<file path="src/rtl/usb2_ep0_ctrl.sv">
// USB 2.0 endpoint-0 control transfer engine: SETUP decode, IN/OUT data
// stages with MAX_PKT splitting and DATA0/1 toggling, status and STALL.
module usb2_ep0_ctrl #(
    parameter int MAX_PKT  = 64,
    parameter int DESCR_AW = 8
) (
    input  logic                phy_clk,
    input  logic                reset_n,
    input  logic                rx_wren,
    input  logic [7:0]          rx_data,
    input  logic                rx_setup,
    input  logic                rx_commit,
    input  logic [6:0]          rx_len,
    output logic                rx_ready,
    input  logic [6:0]          tx_addr,
    output logic [7:0]          tx_q,
    output logic [6:0]          tx_len,
    output logic                tx_hasdata,
    output logic                tx_data1,
    input  logic                tx_ack,
    output logic                stall,
    output logic [15:0]         lut_wval,
    input  logic                lut_hit,
    input  logic [DESCR_AW-1:0] lut_base,
    input  logic [15:0]         lut_len,
    output logic [DESCR_AW-1:0] descr_addr,
    input  logic [7:0]          descr_q,
    output logic                vend_req_act,
    output logic [7:0]          vend_req_request,
    output logic [15:0]         vend_req_val,
    output logic [15:0]         vend_req_idx,
    output logic [15:0]         vend_req_len,
    output logic                vend_wr_en,
    output logic [7:0]          vend_wr_data,
    output logic [6:0]          dev_addr,
    output logic                configured
);
    typedef enum logic [2:0] {
        S_IDLE, S_DECODE, S_LOOKUP, S_IN_DATA,
        S_OUT_DATA, S_STATUS_IN, S_STATUS_OUT, S_STALL
    } state_t;

    localparam logic [6:0] MPKT = 7'(MAX_PKT);

    state_t state_q, state_d;
    logic [7:0] sbuf_q [8];
    logic [7:0] sbuf_d [8];
    logic [3:0] idx_q, idx_d;
    logic [2:0] bm_q, bm_d;
    logic [7:0] breq_q, breq_d;
    logic [15:0] wval_q, wval_d, widx_q, widx_d, wlen_q, wlen_d;
    logic [16:0] rem_q, rem_d;
    logic [15:0] total_q, total_d, off_q, off_d;
    logic [DESCR_AW-1:0] base_q, base_d;
    logic use_rom_q, use_rom_d, tog_q, tog_d;
    logic [6:0] tx_len_q, tx_len_d;
    logic tx_hasdata_q, tx_hasdata_d, tx_data1_q, tx_data1_d;
    logic stall_q, stall_d, rx_ready_q, rx_ready_d;
    logic [7:0] inl_q, inl_d;
    logic vact_q, vact_d, vwen_q, vwen_d;
    logic [7:0] vreq_q, vreq_d, vwdat_q, vwdat_d;
    logic [15:0] vval_q, vval_d, vidx_q, vidx_d, vlen_q, vlen_d;
    logic [6:0] dev_addr_q, dev_addr_d, cfg_q, cfg_d;

    logic [6:0] pkt;
    logic [16:0] rem_sub, out_sub;
    logic [15:0] lmin;

    always_comb begin
        state_d      = state_q;
        sbuf_d       = sbuf_q;
        idx_d        = idx_q;
        bm_d         = bm_q;
        breq_d       = breq_q;
        wval_d       = wval_q;
        widx_d       = widx_q;
        wlen_d       = wlen_q;
        rem_d        = rem_q;
        total_d      = total_q;
        off_d        = off_q;
        base_d       = base_q;
        use_rom_d    = use_rom_q;
        tog_d        = tog_q;
        tx_len_d     = tx_len_q;
        tx_hasdata_d = tx_hasdata_q;
        tx_data1_d   = tx_data1_q;
        stall_d      = stall_q;
        vact_d       = 1'b0;
        vreq_d       = vreq_q;
        vval_d       = vval_q;
        vidx_d       = vidx_q;
        vlen_d       = vlen_q;
        vwen_d       = rx_wren && (state_q == S_OUT_DATA);
        vwdat_d      = rx_data;
        dev_addr_d   = dev_addr_q;
        cfg_d        = cfg_q;
        inl_d        = (breq_q == 8'h08 && tx_addr == 7'd0) ? {1'b0, cfg_q} : 8'h00;
        pkt          = (rem_q >= 17'(MAX_PKT)) ? MPKT : rem_q[6:0];
        rem_sub      = rem_q - 17'(tx_len_q);
        out_sub      = rem_q - 17'(rx_len);
        lmin         = (wlen_q < lut_len) ? wlen_q : lut_len;

        if (rx_wren && !idx_q[3]) begin
            sbuf_d[idx_q[2:0]] = rx_data;
            idx_d = idx_q + 4'd1;
        end
        if (rx_commit) idx_d = 4'd0;

        if (rx_commit && rx_setup) begin
            stall_d      = 1'b0;
            tx_hasdata_d = 1'b0;
            tx_len_d     = 7'd0;
            rem_d        = 17'd0;
            off_d        = 16'd0;
            tog_d        = 1'b1;
            use_rom_d    = 1'b0;
            if (rx_len == 7'd8) begin
                state_d = S_DECODE;
                bm_d    = sbuf_q[0][7:5];
                breq_d  = sbuf_q[1];
                wval_d  = {sbuf_q[3], sbuf_q[2]};
                widx_d  = {sbuf_q[5], sbuf_q[4]};
                wlen_d  = {sbuf_q[7], sbuf_q[6]};
            end else begin
                state_d = S_STALL;
                stall_d = 1'b1;
            end
        end else begin
            unique case (state_q)
                S_DECODE: begin
                    if (bm_q[1:0] == 2'b10) begin
                        vact_d = 1'b1;
                        vreq_d = breq_q;
                        vval_d = wval_q;
                        vidx_d = widx_q;
                        vlen_d = wlen_q;
                        if (!bm_q[2] && wlen_q != 16'd0) begin
                            state_d = S_OUT_DATA;
                            rem_d   = {1'b0, wlen_q};
                        end else begin
                            state_d = S_STATUS_IN;
                        end
                    end else if (bm_q[1:0] != 2'b00) begin
                        state_d = S_STALL;
                        stall_d = 1'b1;
                    end else begin
                        unique case (breq_q)
                            8'h06: state_d = S_LOOKUP;
                            8'h08: begin
                                state_d = S_IN_DATA;
                                rem_d   = (wlen_q == 16'd0) ? 17'd0 : 17'd1;
                                total_d = rem_d[15:0];
                            end
                            8'h00: begin
                                state_d = S_IN_DATA;
                                rem_d   = (wlen_q < 16'd2) ? {1'b0, wlen_q} : 17'd2;
                                total_d = rem_d[15:0];
                            end
                            8'h05, 8'h09, 8'h0B: state_d = S_STATUS_IN;
                            default: begin
                                state_d = S_STALL;
                                stall_d = 1'b1;
                            end
                        endcase
                    end
                end
                S_LOOKUP: begin
                    if (!lut_hit) begin
                        state_d = S_STALL;
                        stall_d = 1'b1;
                    end else begin
                        state_d   = S_IN_DATA;
                        rem_d     = {1'b0, lmin};
                        total_d   = lmin;
                        off_d     = 16'd0;
                        base_d    = lut_base;
                        use_rom_d = 1'b1;
                    end
                end
                S_IN_DATA: begin
                    // an OUT here is the host cutting the data stage short
                    if (rx_commit) begin
                        state_d      = S_IDLE;
                        tx_hasdata_d = 1'b0;
                    end else if (!tx_hasdata_q) begin
                        tx_hasdata_d = 1'b1;
                        tx_len_d     = pkt;
                        tx_data1_d   = tog_q;
                    end else if (tx_ack) begin
                        tx_hasdata_d = 1'b0;
                        off_d        = off_q + 16'(tx_len_q);
                        rem_d        = rem_sub;
                        tog_d        = !tog_q;
                        if (rem_sub == 17'd0 &&
                            !(tx_len_q == MPKT && total_q < wlen_q))
                            state_d = S_STATUS_OUT;
                    end
                end
                S_OUT_DATA: begin
                    if (rx_commit) begin
                        rem_d = out_sub;
                        if (out_sub[16] || out_sub == 17'd0 || rx_len < MPKT)
                            state_d = S_STATUS_IN;
                    end
                end
                S_STATUS_IN: begin
                    if (!tx_hasdata_q) begin
                        tx_hasdata_d = 1'b1;
                        tx_len_d     = 7'd0;
                        tx_data1_d   = 1'b1;
                    end else if (tx_ack) begin
                        tx_hasdata_d = 1'b0;
                        state_d      = S_IDLE;
                        if (bm_q[1:0] == 2'b00 && breq_q == 8'h05)
                            dev_addr_d = wval_q[6:0];
                        if (bm_q[1:0] == 2'b00 && breq_q == 8'h09)
                            cfg_d = wval_q[6:0];
                    end
                end
                S_STATUS_OUT: if (rx_commit) state_d = S_IDLE;
                S_IDLE, S_STALL: ;
                default: state_d = S_IDLE;
            endcase
        end

        rx_ready_d = (state_d == S_STALL) ||
                     (!rx_commit && state_d != S_DECODE && state_d != S_LOOKUP);
    end

    always_ff @(posedge phy_clk or negedge reset_n) begin
        if (!reset_n) begin
            state_q      <= S_IDLE;
            sbuf_q       <= '{default: 8'h00};
            idx_q        <= 4'd0;
            bm_q         <= 3'd0;
            breq_q       <= 8'h00;
            wval_q       <= 16'h0;
            widx_q       <= 16'h0;
            wlen_q       <= 16'h0;
            rem_q        <= 17'd0;
            total_q      <= 16'd0;
            off_q        <= 16'd0;
            base_q       <= '0;
            use_rom_q    <= 1'b0;
            tog_q        <= 1'b0;
            tx_len_q     <= 7'd0;
            tx_hasdata_q <= 1'b0;
            tx_data1_q   <= 1'b0;
            stall_q      <= 1'b0;
            rx_ready_q   <= 1'b1;
            inl_q        <= 8'h00;
            vact_q       <= 1'b0;
            vreq_q       <= 8'h00;
            vval_q       <= 16'h0;
            vidx_q       <= 16'h0;
            vlen_q       <= 16'h0;
            vwen_q       <= 1'b0;
            vwdat_q      <= 8'h00;
            dev_addr_q   <= 7'd0;
            cfg_q        <= 7'd0;
        end else begin
            state_q      <= state_d;
            sbuf_q       <= sbuf_d;
            idx_q        <= idx_d;
            bm_q         <= bm_d;
            breq_q       <= breq_d;
            wval_q       <= wval_d;
            widx_q       <= widx_d;
            wlen_q       <= wlen_d;
            rem_q        <= rem_d;
            total_q      <= total_d;
            off_q        <= off_d;
            base_q       <= base_d;
            use_rom_q    <= use_rom_d;
            tog_q        <= tog_d;
            tx_len_q     <= tx_len_d;
            tx_hasdata_q <= tx_hasdata_d;
            tx_data1_q   <= tx_data1_d;
            stall_q      <= stall_d;
            rx_ready_q   <= rx_ready_d;
            inl_q        <= inl_d;
            vact_q       <= vact_d;
            vreq_q       <= vreq_d;
            vval_q       <= vval_d;
            vidx_q       <= vidx_d;
            vlen_q       <= vlen_d;
            vwen_q       <= vwen_d;
            vwdat_q      <= vwdat_d;
            dev_addr_q   <= dev_addr_d;
            cfg_q        <= cfg_d;
        end
    end

    assign rx_ready         = rx_ready_q;
    assign tx_q             = use_rom_q ? descr_q : inl_q;
    assign tx_len           = tx_len_q;
    assign tx_hasdata       = tx_hasdata_q;
    assign tx_data1         = tx_data1_q;
    assign stall            = stall_q;
    assign lut_wval         = wval_q;
    assign descr_addr       = use_rom_q ? (base_q + DESCR_AW'(off_q) + DESCR_AW'(tx_addr)) : '0;
    assign vend_req_act     = vact_q;
    assign vend_req_request = vreq_q;
    assign vend_req_val     = vval_q;
    assign vend_req_idx     = vidx_q;
    assign vend_req_len     = vlen_q;
    assign vend_wr_en       = vwen_q;
    assign vend_wr_data     = vwdat_q;
    assign dev_addr         = dev_addr_q;
    assign configured       = (cfg_q != 7'd0);
endmodule

</file>
<file path="config.mk">
export PLATFORM = sky130hd
export DESIGN_NAME = usb2_ep0_ctrl
export DESIGN_NICKNAME = d
export VERILOG_FILES = /design/src/rtl/usb2_ep0_ctrl.sv
export SDC_FILE = /design/constraint.sdc
export NUM_CORES = 1
export LEC_CHECK = 0
export BUFFER_PORTS_ARGS = -buffer_cell sky130_fd_sc_hd__buf_4
export CAP_MARGIN = 0
export CORE_ASPECT_RATIO = 0.5
export CORE_MARGIN = 3
export CORE_UTILIZATION = 40
export CTS_BUF_LIST = sky130_fd_sc_hd__clkbuf_2
export DETAILED_ROUTE_END_ITERATION = 10
export PLACE_DENSITY_LB_ADDON = 0.1
export REMOVE_ABC_BUFFERS = 1
export SYNTH_ARGS = -nofsm -noshare
export SYNTH_HDL_FRONTEND = slang
export SYNTH_SLANG_ARGS = --single-unit
</file>
<file path="constraint.sdc">
create_clock -name phy_clk -period 3.1 [get_ports phy_clk]
set_input_delay 0.62 -clock phy_clk [delete_from_list [all_inputs] [get_ports phy_clk]]
set_output_delay 0.62 -clock phy_clk [all_outputs]
set_load 0.01 [all_outputs]
</file>
==> impl_metrics.yaml, run 1 <==
power:
  power.clock.fraction_pct: 17.8
  pwr-share-seq_pct: 37.3
  power_frac_comb_pct: 44.9
  netSwitchingPower_uw: 5160
  power.share.switching_pct: 40.2
  power_leakage_uw: 0.00894
  irDropWorstVdd_mv: 0.298
  pwr_density_cell_nw_per_um2: 733
  p_total_uw: 12800
  internal-power_uw: 7670
synth:
  synthFlopType: "sky130_fd_sc_hd__dfrtp_1"
  synth_cell_types: 68
  share_of_flip_flops_with_an_asynchronous_set_or_reset_after_synthesis_pct: 100
  synthesis.area_per_instance_um2: 9.83
  synth-adder-area-share_pct: 6.91
  synthDominantCellAreaShare_pct: 49.3
  ys_ff_latch: 274
  netlist.top_cell.by_area: "sky130_fd_sc_hd__dfrtp_1"
  synth-compound-area-share_pct: 12.2
  yosys.area_share.simple_pct: 17.3
  netlist_area_um2: 13900
  synth.yosys.warnings: 0
  synthesis.instances: 1410
  main_combinational_cell_family_by_area_after_synthesis: "simple AND/OR/NAND/NOR gates"
  share_of_cell_area_taken_by_muxes_after_synthesis_pct: 8.67
  synth_xor_area_share_pct: 2.02
  synth_area_leaders: "sky130_fd_sc_hd__dfrtp_1, sky130_fd_sc_hd__nand2_1, sky130_fd_sc_hd__mux2_2"
  share_of_synthesized_area_occupied_by_flip_flops_and_latches_pct: 49.5
  number_of_enable_flip_flop_cells_after_synthesis: 0
floorplanning:
  area_of_the_core_region_um2: 33600
  top_level_ports: 178
  num_rows: 47
  initial_utilization_pct: 41.3
  fp.dieW_um: 269
  design.die.area_um2: 37100
  die_h_um: 138
timing:
  final-max-slew-violation-count: 0
  finalSetupViolations: 6
  layout_worst_path_cycle_share_pct: 128
  final_critical_path_setup_slack_ps: -859
  clock.fmax_mhz: 253
  clock_skew_ps: 71.1
  fin_hold_ws_ps: 102
  period_needed_ps: 3960
  timing_worst_slew_pin_value_ps: 911
  final-hold-violation-count: 0
  worst_slew_margin_rel_pct: 38.7
  grt_setup_unrepaired: "true"
  timing.setup.tns_ps: -3630
worst_setup_path:
  crit_path_arrival_time_ps: 3340
  critical_path_class: "flop to primary output"
  crit_fanout: 2
  cp-end-kind: "primary output"
  timing.critical_path.from_type: "flop"
  worst_ep_required_time_ps: 2480
place:
  placed_cells: 2078
  worst_setup_slack_before_clock_tree_synthesis_ps: -466
  gpl.final_weighted_congestion: 0.905
  numPortBuffers: 177
  hpwlAfterDp_um: 30400
final_layout:
  layout.cells.non_filler: 2234
  final_net_count: 1852
  layout-area-overhead-vs-synth_pct: 26.1
  drive_gt1_share_pct: 28.3
grt:
  grt_pass1_vias: 11800
  grt_remaining_overflow: 0
  grt_pass1_wl_um: 66200
  grt_start_max_net_pins: 77
  grt.total_usage_pct: 22.7
  antenna_violations_before_repair: 3
drt:
  drt_first_iter_violations: 826
  antenna_left: 0
  detail_route.wirelength_um: 43000
  drc: 0
  wl_per_cell_um: 19.3
  dr_total_vias: 11600
  post_dr_vias_cell: 5.20
  detail_route.first_pass.iterations: 6
clock_network:
  clock_tree.htree_level_count: 2
  clockBufferDepth: 3
  tritoncts: "built"
  worst_setup_hold_path_clk_slew_ps: 110
  root_cell_of_the_clock_tree: "sky130_fd_sc_hd__clkbuf_2"
  tritoncts_num_sinks: 274
  total_cts_buffers: 61
  insertion_delay_ps: 940
outcome:
  violated_checks: "setup timing"
  status: "finished, violations left"
run:
  drv_cap: 0
hold_path:
  hp-class: "input pin to flop"
[power groups by stage]
stage / Combinational (µW) / Clock, µW / Sequential, µW
after global placement: 5150 / 0 / 4820
after CTS: 5360 / 2370 / 4780
after floorplan: 2890 / 0 / 4820
after detailed placement: 5210 / 0 / 4850
after global routing: 6300 / 2550 / 4870
final: 5760 / 2280 / 4790
[cell families after synthesis]
group | count (synthesis)
flip-flops | 274
XOR/XNOR | 32
multiplexers | 109
adder cells (fa/ha/maj) | 70
buffers and inverters | 122
AND/OR/NAND/NOR | 543
AO/OA/AOI/OAI | 260
[sequential cells by signal, summed over array words and instances (netlist names), 16 cells and up]
register      flops
wlen_q           16
vend_req_idx     16
vend_req_val     16
total_q          16
rem_q            17
lut_wval         16
sbuf_q           59
widx_q           16
vend_req_len     16
[path summary, 6_finish.rpt]
check	start	to	slack (ps)	depth (start not counted)
min in group asynchronous	reset_n	tx_hasdata	230	2
max in group asynchronous	reset_n	inl_q[4]	1960	3
max	off_q[1]	descr_addr[7]	-860	10
min reg2reg	sbuf_q[28]	widx_q[4]	460	2
max reg2reg	rem_q[3]	rx_ready	130	9
min	lut_len[11]	total_q[11]	100	3
[cells in the final DEF, fill, tap and decap left out, drive strengths merged, types with 5 or more instances in the layout]
master,count
nor3,24
nand3,10
o22ai,6
a22o,16
nand4,7
mux2,89
and2,19
mux2i,20
dlygate4sd3,33
a21o,16
nor2b,10
o221ai,6
a2111oi,8
ha,59
clkinv,11
or4,6
nand3b,6
dfrtp,273
nor2,57
inv,58
nor3b,7
xnor2,22
clkbuf,97
fa,11
a31oi,5
buf,275
nand2,351
a211oi,5
o21ai,83
nor4,15
or3,6
nand2b,13
diode,5
or2,5
a21oi,60
o211ai,9
xor2,10
[critical path: stages, from the launching register on]
cell and delay [ps]:
sky130_fd_sc_hd__dfrtp_1 420, sky130_fd_sc_hd__fa_1 470, sky130_fd_sc_hd__ha_2 210, sky130_fd_sc_hd__fa_2 340, sky130_fd_sc_hd__a21o_1 180, sky130_fd_sc_hd__a21oi_2 200
sky130_fd_sc_hd__o21bai_1 110, sky130_fd_sc_hd__a21oi_2 150, sky130_fd_sc_hd__xnor2_1 120, sky130_fd_sc_hd__and2_1 140, sky130_fd_sc_hd__buf_4 120
[Yosys cell counts (9+ instances only)]
master / count
sky130_fd_sc_hd__o211ai_1: 9
sky130_fd_sc_hd__clkbuf_1: 54
sky130_fd_sc_hd__ha_1: 59
sky130_fd_sc_hd__nand2_1: 349
sky130_fd_sc_hd__xnor2_1: 22
sky130_fd_sc_hd__nor2_1: 56
sky130_fd_sc_hd__xor2_1: 10
sky130_fd_sc_hd__nand3_1: 9
sky130_fd_sc_hd__a21oi_1: 60
sky130_fd_sc_hd__nor3_1: 24
sky130_fd_sc_hd__o21ai_0: 75
sky130_fd_sc_hd__and2_1: 19
sky130_fd_sc_hd__nor2b_1: 10
sky130_fd_sc_hd__nor4_1: 15
sky130_fd_sc_hd__a22o_1: 16
sky130_fd_sc_hd__nand2b_1: 13
sky130_fd_sc_hd__mux2_2: 81
sky130_fd_sc_hd__inv_1: 57
sky130_fd_sc_hd__a21o_1: 16
sky130_fd_sc_hd__mux2i_1: 20
sky130_fd_sc_hd__fa_1: 11
sky130_fd_sc_hd__dfrtp_1: 273
[cell type report]
type,count,area (µm²)
Timing Repair Buffer,311,2590
Inverter,58,218
Clock buffer,94,470
Fill cell,3177,16100
Clock inverter,12,56.3
Antenna cell,5,12.5
Multi-Input combinational cell,1015,6700
Sequential cell,274,6860
Tap cell,465,582
[metrics by stage]
step	instance area [µm²]	utilization [%]
after floorplan	13600	-
after global placement	16300	48.5
after detailed placement	16300	48.5
after CTS	17200	51.2
after global routing	17500	52.1
final	17500	52.1
[per-layer routing]
layer	track usage, %	vias up	routed length (µm)
met1	32.1	5715	20400
met3	4.35	65	2240
li1	-	5528	-
met5	0	-	0
met2	35.5	309	19500
met4	7.04	0	924
[timing repair]
| item | in CTS | in global routing |
|---|---|---|
| pin swaps | 13 | 15 |
| hold buffers | 33 | 0 |
| setup endpoints to repair | 8 | 29 |
| buffers inserted | 2 | 7 |
| hold endpoints to repair | 161 | 0 |
| resized for setup | 14 | 32 |
| gates cloned | 0 | 4 |
No activity file was read; power rests on OpenSTA's default activity.
==> inputs of run 2 (changes only) <==
Settings changed: CORE_UTILIZATION 40 to 50, CTS_BUF_LIST sky130_fd_sc_hd__clkbuf_2 to sky130_fd_sc_hd__clkbuf_4 sky130_fd_sc_hd__clkbuf_8.
==> impl_metrics.yaml, run 2 (synthesized netlist as in run 1, its figures left out) <==
drt:
  detail_route.wirelength_um: 40800
  antenna_left: 0
  post_dr_vias_cell: 5.53
  dr_total_vias: 11500
  wl_per_cell_um: 19.7
  drc: 0
  drt_first_iter_violations: 853
  detail_route.first_pass.iterations: 5
worst_setup_path:
  cpMaxStageDelayCell: "sky130_fd_sc_hd__fa_1"
  cp-end-kind: "primary output"
  reg2reg_from: "rem_q[0]"
  timing.critical_path.from_type: "flop"
  max_stage_delay_ps: 460
  timing.rr.end: "rx_ready"
  crit_path_arrival_time_ps: 2950
  r2r_setup_slack_ps: 100
  worst_ep_required_time_ps: 2480
  crit_fanout: 2
  path_cells: "fa_1 -> ha_2 -> fa_2 -> a21o_1 -> a21oi_2 -> o21bai_1 -> a21oi_1 -> xnor2_1 -> and2_1 -> buf_4"
  timing.reg2reg.worst_path_depth: 13
  critical_path_class: "flop to primary output"
run:
  drv_cap: 0
power:
  internal-power_uw: 8540
  pwr-share-seq_pct: 35.4
  power.share.switching_pct: 37.3
  irDropWorstVdd_mv: 0.393
  power_leakage_uw: 0.00883
  netSwitchingPower_uw: 5080
  pwr_density_cell_nw_per_um2: 785
  power.clock.fraction_pct: 23.2
  power_frac_comb_pct: 41.3
timing:
  layout_worst_path_cycle_share_pct: 115
  timing_worst_slew_pin_value_ps: 846
  final-max-slew-violation-count: 0
  timing.setup.tns_ps: -1630
  worst_slew_margin_rel_pct: 43.6
  period_needed_ps: 3570
  final-hold-violation-count: 0
  clock.fmax_mhz: 280
  final_critical_path_setup_slack_ps: -468
  clock_skew_ps: 42.8
  grt_setup_unrepaired: "true"
  finalSetupViolations: 5
place:
  hpwlAfterDp_um: 29000
  gpl.final_weighted_congestion: 0.952
  dpl_cell_area_um2: 16200
  numPortBuffers: 177
  worst_setup_slack_before_clock_tree_synthesis_ps: -436
clock_network:
  tritoncts_num_sinks: 274
  root_cell_of_the_clock_tree: "sky130_fd_sc_hd__clkbuf_8"
  tritoncts: "built"
  clockBufferDepth: 3
  insertion_delay_ps: 570
  total_cts_buffers: 40
  worst_setup_hold_path_clk_slew_ps: 70
  cts-hold-fix-buffers: 0
  clock_tree.htree_level_count: 2
final_layout:
  postLayoutCellArea_um2: 17300
  layout-area-overhead-vs-synth_pct: 25.1
  seqCellArea_um2: 6860
  max_ffs_per_register: 59
  most-common-layout-cells: "sky130_fd_sc_hd__nand2_1, sky130_fd_sc_hd__dfrtp_1, sky130_fd_sc_hd__buf_4"
  finalCoreUtilization_pct: 64.6
  final_common_cell: "sky130_fd_sc_hd__nand2_1"
  largest_register: "sbuf_q"
  drive_gt1_share_pct: 28.0
  reg_top3: "sbuf_q x59, rem_q x17"
  final_net_count: 1799
  num-fill-cells: 2214
  multi_input_comb_area_um2: 6710
grt:
  grt_remaining_overflow: 0
  grt_start_max_net_pins: 83
  grt.total_usage_pct: 27.3
  grt_pass1_vias: 11300
  grt_pass1_wl_um: 62800
  antenna_violations_before_repair: 3
floorplanning:
  fp.dieW_um: 241
  die_h_um: 124
  top_level_ports: 178
  area_of_the_core_region_um2: 26900
  design.die.area_um2: 29900
  initial_utilization_pct: 51.6
  num_rows: 42
outcome:
  violated_checks: "setup timing"
  status: "finished, violations left"
hold_path:
  hp-class: "input pin to asynchronous set/reset pin"
-- run 2: cell types whose count changed in the layout (fill, tap and decap cells not counted), moves of 5 or more --
cell,previous run,this run
sky130_fd_sc_hd__clkbuf_8,0,52
sky130_fd_sc_hd__buf_4,260,265
sky130_fd_sc_hd__o21ai_0,70,75
sky130_fd_sc_hd__clkbuf_2,94,0
sky130_fd_sc_hd__clkbuf_4,0,5
sky130_fd_sc_hd__dlygate4sd3_1,33,0
sky130_fd_sc_hd__clkinv_1,9,1
-- run 2: repair_timing --
| action | 4_1_cts | 5_1_grt |
|---|---|---|
| endpoints found under the setup margin | 6 | 35 |
| gates cloned | 0 | 0 |
| buffers inserted | 5 | 6 |
| pin swaps | 12 | 17 |
| gates resized for setup | 11 | 34 |
-- run 2: through the flow --
step	total power, µW	instances	hold slack [ps]
finish	13600	2071	73.7
global route	14500	2071	98.0
CTS	13400	2062	67.0
detailed placement	10100	1991	450
global placement	9950	1991	442
floorplan	7700	1346	324
-- run 2: critical path, delay by kind of cell (launching register included) --
family,cells,cell delay [ps]
flip-flops,1,400
XOR/XNOR,1,120
AND/OR/NAND/NOR,1,140
buffers and inverters,1,120
AO/OA/AOI/OAI,4,620
adder cells (fa/ha/maj),3,1000
-- run 2: power groups by stage --
| stage | combinational [µW] | sequential, µW | clock [µW] |
|---|---|---|---|
| 3_3_place_gp | 5110 | 4840 | 0 |
| 2_1_floorplan | 2890 | 4820 | 0 |
| 4_1_cts | 5310 | 4810 | 3230 |
| 6_report | 5630 | 4830 | 3170 |
| 5_1_grt | 6180 | 4910 | 3380 |
| 3_5_place_dp | 5190 | 4870 | 0 |
-- run 2: worst max path at each step --
stage	from	endpoint	slack, ps	depth (start not counted)
finish	off_q[1]	descr_addr[7]	-470	10
global route	off_q[1]	descr_addr[7]	-610	10
CTS	off_q[1]	descr_addr[7]	-460	10
detailed placement	tx_addr[1]	descr_addr[7]	-440	11
global placement	tx_addr[1]	descr_addr[7]	-410	11
floorplan	rx_setup	rx_ready	-3940	7
-- run 2: per-layer routing --
metal / GRT usage (%) / vias to the layer above / share of wire [%]
li1: - / 5391 / -
met1: 39.7 / 5654 / 47
met2: 42.5 / 349 / 45
met3: 4.89 / 61 / 6.1
met4: 6.93 / 0 / 2.1
met5: 0 / - / 0
-- run 2: area by class of cell --
class	count	area share (%)
multi-input cells	1014	38.7
inverters	58	1.26
clock inverters	10	0.664
diodes	4	0.0577
well taps	374	2.70
repair buffers	280	12.7
clock buffers	57	4.34
flip-flops and latches	274	39.5
